### src/rtl/vga_sync_generator.sv
`default_nettype none
// ============================================================================
// Module      : vga_sync_generator
// Description : Pixel-clock timing master for the VGA output path.
//               Produces the X/Y raster position, sync pulses, active-video
//               enable, vertical blank and frame-start flags. It also owns
//               front/back buffer selection, swapping only on the frame-wrap
//               edge in response to a level request from the pixel producer.
// Ports       : SYNC_CLK         pixel clock (single domain)
//               SYNC_RST_N       synchronous active-low reset
//               SYNC_SWAP_REQ    producer request to swap at next frame wrap
//               SYNC_POS_X/Y     current column / line
//               SYNC_ENABLE      active-video region
//               SYNC_HSYNC/VSYNC sync pulses, polarity per *_POL
//               SYNC_VBLANK      line is in vertical blanking
//               SYNC_FRAME_START high while POS = (0,0)
//               SYNC_SEL_BUFF    displayed buffer index
//               SYNC_DRAW_BUFF   buffer index the producer may write
//               SYNC_SWAP_ACK    one-cycle pulse in the (0,0) cycle of a swap
// Revision    : 1.0 - initial release
// ============================================================================
module vga_sync_generator #(
    parameter int H_VISIBLE = 800,
    parameter int H_FRONT   = 56,
    parameter int H_SYNC    = 120,
    parameter int H_BACK    = 64,
    parameter int V_VISIBLE = 600,
    parameter int V_FRONT   = 37,
    parameter int V_SYNC    = 6,
    parameter int V_BACK    = 23,
    parameter bit HSYNC_POL = 1'b1,
    parameter bit VSYNC_POL = 1'b1
) (
    input  logic        SYNC_CLK,
    input  logic        SYNC_RST_N,
    input  logic        SYNC_SWAP_REQ,
    output logic [10:0] SYNC_POS_X,
    output logic [9:0]  SYNC_POS_Y,
    output logic        SYNC_ENABLE,
    output logic        SYNC_HSYNC,
    output logic        SYNC_VSYNC,
    output logic        SYNC_VBLANK,
    output logic        SYNC_FRAME_START,
    output logic        SYNC_SEL_BUFF,
    output logic        SYNC_DRAW_BUFF,
    output logic        SYNC_SWAP_ACK
);

    localparam logic [10:0] c_x_last     = 11'(H_VISIBLE + H_FRONT + H_SYNC + H_BACK - 1);
    localparam logic [10:0] c_x_visible  = 11'(H_VISIBLE);
    localparam logic [10:0] c_hs_first   = 11'(H_VISIBLE + H_FRONT);
    localparam logic [10:0] c_hs_last    = 11'(H_VISIBLE + H_FRONT + H_SYNC - 1);
    localparam logic [9:0]  c_y_last     = 10'(V_VISIBLE + V_FRONT + V_SYNC + V_BACK - 1);
    localparam logic [9:0]  c_y_visible  = 10'(V_VISIBLE);
    localparam logic [9:0]  c_vs_first   = 10'(V_VISIBLE + V_FRONT);
    localparam logic [9:0]  c_vs_last    = 10'(V_VISIBLE + V_FRONT + V_SYNC - 1);

    typedef enum logic [0:0] {
        S_IDLE    = 1'b0,
        S_PENDING = 1'b1
    } swap_state_t;

    swap_state_t r_state;

    logic [10:0] r_x;
    logic [9:0]  r_y;
    logic        r_enable;
    logic        r_hsync;
    logic        r_vsync;
    logic        r_vblank;
    logic        r_frame_start;
    logic        r_sel;
    logic        r_draw;
    logic        r_ack;

    logic        w_x_wrap;
    logic        w_frame_wrap;
    logic [10:0] w_next_x;
    logic [9:0]  w_next_y;

    // Next position; all flags are decoded from it so they line up with the
    // registered position they describe.
    always_comb begin
        w_x_wrap     = (r_x == c_x_last);
        w_frame_wrap = w_x_wrap && (r_y == c_y_last);
        w_next_x     = w_x_wrap ? 11'd0 : r_x + 11'd1;
        w_next_y     = r_y;
        if (w_x_wrap) begin
            w_next_y = (r_y == c_y_last) ? 10'd0 : r_y + 10'd1;
        end
    end

    always_ff @(posedge SYNC_CLK) begin
        if (!SYNC_RST_N) begin
            r_x           <= 11'd0;
            r_y           <= 10'd0;
            r_enable      <= 1'b0;
            r_hsync       <= ~HSYNC_POL;
            r_vsync       <= ~VSYNC_POL;
            r_vblank      <= 1'b0;
            r_frame_start <= 1'b0;
            r_sel         <= 1'b0;
            r_draw        <= 1'b1;
            r_ack         <= 1'b0;
            r_state       <= S_IDLE;
        end else begin
            r_x           <= w_next_x;
            r_y           <= w_next_y;
            r_enable      <= (w_next_x < c_x_visible) && (w_next_y < c_y_visible);
            r_hsync       <= ((w_next_x >= c_hs_first) && (w_next_x <= c_hs_last))
                             ? HSYNC_POL : ~HSYNC_POL;
            r_vsync       <= ((w_next_y >= c_vs_first) && (w_next_y <= c_vs_last))
                             ? VSYNC_POL : ~VSYNC_POL;
            r_vblank      <= (w_next_y >= c_y_visible);
            r_frame_start <= (w_next_x == 11'd0) && (w_next_y == 10'd0);
            r_ack         <= 1'b0;

            // A request seen on the last-pixel cycle itself swaps on that
            // same edge; otherwise it waits in PENDING, which a later drop
            // of the request cannot cancel.
            case (r_state)
                S_IDLE: begin
                    if (SYNC_SWAP_REQ) begin
                        if (w_frame_wrap) begin
                            r_sel  <= ~r_sel;
                            r_draw <= r_sel;
                            r_ack  <= 1'b1;
                        end else begin
                            r_state <= S_PENDING;
                        end
                    end
                end
                S_PENDING: begin
                    if (w_frame_wrap) begin
                        r_sel   <= ~r_sel;
                        r_draw  <= r_sel;
                        r_ack   <= 1'b1;
                        r_state <= S_IDLE;
                    end
                end
                default: r_state <= S_IDLE;
            endcase
        end
    end

    assign SYNC_POS_X       = r_x;
    assign SYNC_POS_Y       = r_y;
    assign SYNC_ENABLE      = r_enable;
    assign SYNC_HSYNC       = r_hsync;
    assign SYNC_VSYNC       = r_vsync;
    assign SYNC_VBLANK      = r_vblank;
    assign SYNC_FRAME_START = r_frame_start;
    assign SYNC_SEL_BUFF    = r_sel;
    assign SYNC_DRAW_BUFF   = r_draw;
    assign SYNC_SWAP_ACK    = r_ack;

endmodule
`default_nettype wire

### config.mk
export PLATFORM = sky130hd
export DESIGN_NAME = vga_sync_generator
export DESIGN_NICKNAME = d
export VERILOG_FILES = /design/src/rtl/vga_sync_generator.sv
export SDC_FILE = /design/constraint.sdc
export NUM_CORES = 1
export LEC_CHECK = 0
export BUFFER_PORTS_ARGS = -buffer_cell sky130_fd_sc_hd__buf_2
export CAP_MARGIN = 20
export CORE_MARGIN = 1
export CORE_UTILIZATION = 55
export CTS_CLUSTER_SIZE = 40
export DETAILED_ROUTE_END_ITERATION = 8
export HOLD_SLACK_MARGIN = 0.05
export PLACE_DENSITY_LB_ADDON = 0.25
export SYNTH_ARGS = -nofsm -noshare
export SYNTH_HDL_FRONTEND = slang
export SYNTH_SLANG_ARGS = --single-unit
### constraint.sdc
create_clock -name SYNC_CLK -period 3.2 [get_ports SYNC_CLK]
set_input_delay 0.64 -clock SYNC_CLK [delete_from_list [all_inputs] [get_ports SYNC_CLK]]
set_output_delay 0.64 -clock SYNC_CLK [all_outputs]
set_load 0.005 [all_outputs]
==> results.json <==
{
  "synth_area_mm2": 0.00170,
  "grt_max_degree": 14,
  "insertion_delay_ns": 0.32,
  "fin_util_pct": 66.1,
  "gp_congestion": 0.852,
  "rows": 19,
  "path_class": "flip-flop to flip-flop",
  "use_met2_pct": 38.5,
  "diodes": 0,
  "start_util_pct": 59.6,
  "drcViolationCount": 2,
  "crit_required_ns": 3.42,
  "worst_pin_slew_ns": 0.432,
  "ctsHoldBuffers": 0,
  "cp_slowest_cell": "and3_1",
  "yosys.area.top_type_share_pct": 35.3,
  "drt_iter0_markers": 83,
  "grt_pass1_wl_um": 6270,
  "yosysWarningCount": 0,
  "cp-start-kind": "flip-flop",
  "synth.distinct_cells": 52,
  "synth_nets": 210,
  "cts-resized-gates": 0,
  "htreeDepth": 2,
  "postSynthAreaPerCell_um2": 8.38,
  "maxCapViolCount": 0,
  "die_w_um": 57.6,
  "cp_cell_sequence": "ha_1 > and3_1 > and3_1 > nand3_1 > xor2_1 > nor3b_2 > nand4_1 > a2111oi_2",
  "vias": 1575,
  "antenna_found_initial": 0,
  "ys.flop_type": "dfxtp_1",
  "portBuffers": 31,
  "ys_top_cells_by_area": "dfxtp_1 35%, nor2_1 7.5%, xor2_1 6.2%",
  "first_pass_iters": 6,
  "use_met1_pct": 33.3,
  "dpl.hpwl_um": 2900,
  "cts_max_path_buffers": 2,
  "clock-sinks": 30,
  "numCtsBuffers": 5,
  "area_growth_pct": 10.9,
  "grt_overflow": 0,
  "die_area_mm2": 0.00332,
  "total_power_w": 0.000640,
  "slew_violations": 0,
  "final_cells": 261,
  "ir_drop_mv": 0.251,
  "hold_violations": 0,
  "grt.busiest_layer": "met2",
  "min-delay-path-class": "flip-flop to flip-flop",
  "critical_path.max_stage_delay_ns": 0.50,
  "io_pins": 32,
  "violations": "DRC",
  "nNetsFinal": 236,
  "finalCritPeriodShare_pct": 93.0,
  "drive_gt1_share_pct": 20.0,
  "clock.fmax_ghz": 0.336,
  "ys_seq_area_share_pct": 35.3,
  "power_density_mw_per_mm2": 339,
  "wl_per_cell_um": 14.6,
  "period_minus_slack_ns": 2.98,
  "skew_ns": 0.00655,
  "crit_top_cell": "and3_1",
  "ant_nets": 0,
  "cp_max_fo": 13,
  "die_h_um": 57.6,
  "clk_pin_slew_ns": 0.09,
  "synth_edf_count": 0,
  "critPathBufInv": 0,
  "relSlewSlack_pct": 70.4,
  "crit_arrival_ns": 3.20,
  "cts_tree": "yes",
  "critPathTopFamily": "simple AND/OR/NAND/NOR gates",
  "core_area_mm2": 0.00285,
  "p_leak_nw": 0.827,
  "synth_seq_cells": 30,
  "status": "finished, violations left",
  "grt_pass1_vias": 1407,
  "vias_per_cell": 6.03,
  "setup-violations-final": 0,
  "synth_cells": 203,
  "dp_cells": 253,
  "post-cts-setup-buffers": 0,
  "rsz0062_at_grt": "no",
  "synth_top_area_cell": "dfxtp_1",
  "grt_usage_pct": 24.6,
  "cp-end-kind": "flip-flop",
  "use_met3_pct": 4.99,
  "tns_ns": 0,
  "root_buffer": "clkbuf_4",
  "synthArstFlopShare_pct": 0,
  "drt_wl_total_um": 3820
}
[state kept, by name (all words and copies together) (netlist names)]
name,flops
SYNC_POS_X,11
SYNC_POS_Y,10
SYNC_DRAW_BUFF,1
SYNC_ENABLE,1
SYNC_FRAME_START,1
SYNC_HSYNC,1
SYNC_SEL_BUFF,1
SYNC_SWAP_ACK,1
SYNC_VBLANK,1
SYNC_VSYNC,1
r_state,1
[where the power goes]
| part | switching [W] | internal [W] | total (W) |
|---|---|---|---|
| Clock | 0.000125 | 0.000106 | 0.000232 |
| Sequential | 0.00000529 | 0.000378 | 0.000383 |
| Combinational | 0.0000154 | 0.00000925 | 0.0000247 |
| Total | 0.000146 | 0.000493 | 0.000640 |
[worst reg2reg max path, stage by stage (launching register included)]
cell and delay (ns):
dfxtp_1 0.44, ha_1 0.32, and3_1 0.34, and3_1 0.50, nand3_1 0.16, xor2_1 0.34, nor3b_2 0.28, nand4_1 0.14
a2111oi_2 0.37
[layer usage]
metal	share of wire (%)	up-vias
met2	47	49
met4	1.2	0
li1	-	771
met5	0	-
met1	45	748
met3	6.5	7
[cells by family (layout without fill, tap and decap cells)]
logic type	Yosys count	count (layout)	synth area share (%)
simple gates	106	106	34.5
xor+xnor	19	19	9.79
buf+inv	16	43	4.93
flops	30	30	35.3
compound gates	25	25	10.7
fa+ha+maj	4	4	2.94
mux	3	3	1.84
[cell usage after synthesis, drive strengths merged (2+ instances only)]
cell type,n
a311oi,2
nor3,4
nand3,10
inv,3
o211ai,2
buf,7
clkbuf,5
nor2,34
ha,4
o21ai,4
nand2b,2
and4,2
xor2,12
and2,5
dfxtp,30
a21oi,5
nor3b,2
nand2,16
and3,7
a31oi,3
xnor2,7
nor4bb,2
mux2i,2
a2111oi,2
nor2b,2
nor4,4
nand4,9
[cells in the final DEF (no fill, tap or decap), types with 3 or more instances in the layout]
master     n
a21oi_1    5
nand4_1    9
clkbuf_4   5
xor2_1    12
nand2_1   14
and2_1     5
ha_1       4
nor3_1     4
inv_1      3
o21ai_0    3
and3_1     7
nor4_1     3
a31oi_1    3
xnor2_1    7
buf_2     31
nand3_1    9
dfxtp_1   30
nor2_1    34
[worst paths after layout]
path / slack (ns) / startpoint / cells past startpoint / to
min: 0.50 / r_state / 2 / r_state
min reg2reg: 0.50 / r_state / 2 / r_state
max reg2reg: 0.22 / SYNC_POS_X[0] / 8 / SYNC_FRAME_START
max: 0.22 / SYNC_POS_X[0] / 8 / SYNC_FRAME_START
[area by class of cell]
cell class              instances  area (um^2)
multi-input cells             157         1020
fillers                       252          967
flip-flops and latches         30          601
repair buffers                 31          155
clock buffers                   7         55.1
well taps                      31         38.8
inverters                       4         15.0
clock inverters                 1         5.00
[metrics by stage]
stage	setup WS (ns)	cell area (um^2)	hold slack (ns)
after floorplan	0.877	1700	0.435
after global placement	0.509	1830	0.450
after detailed placement	0.287	1830	0.474
after CTS	0.245	1890	0.499
after global routing	0.0648	1890	0.560
final	0.224	1890	0.496
No activity file was read; power rests on OpenSTA's default activity.
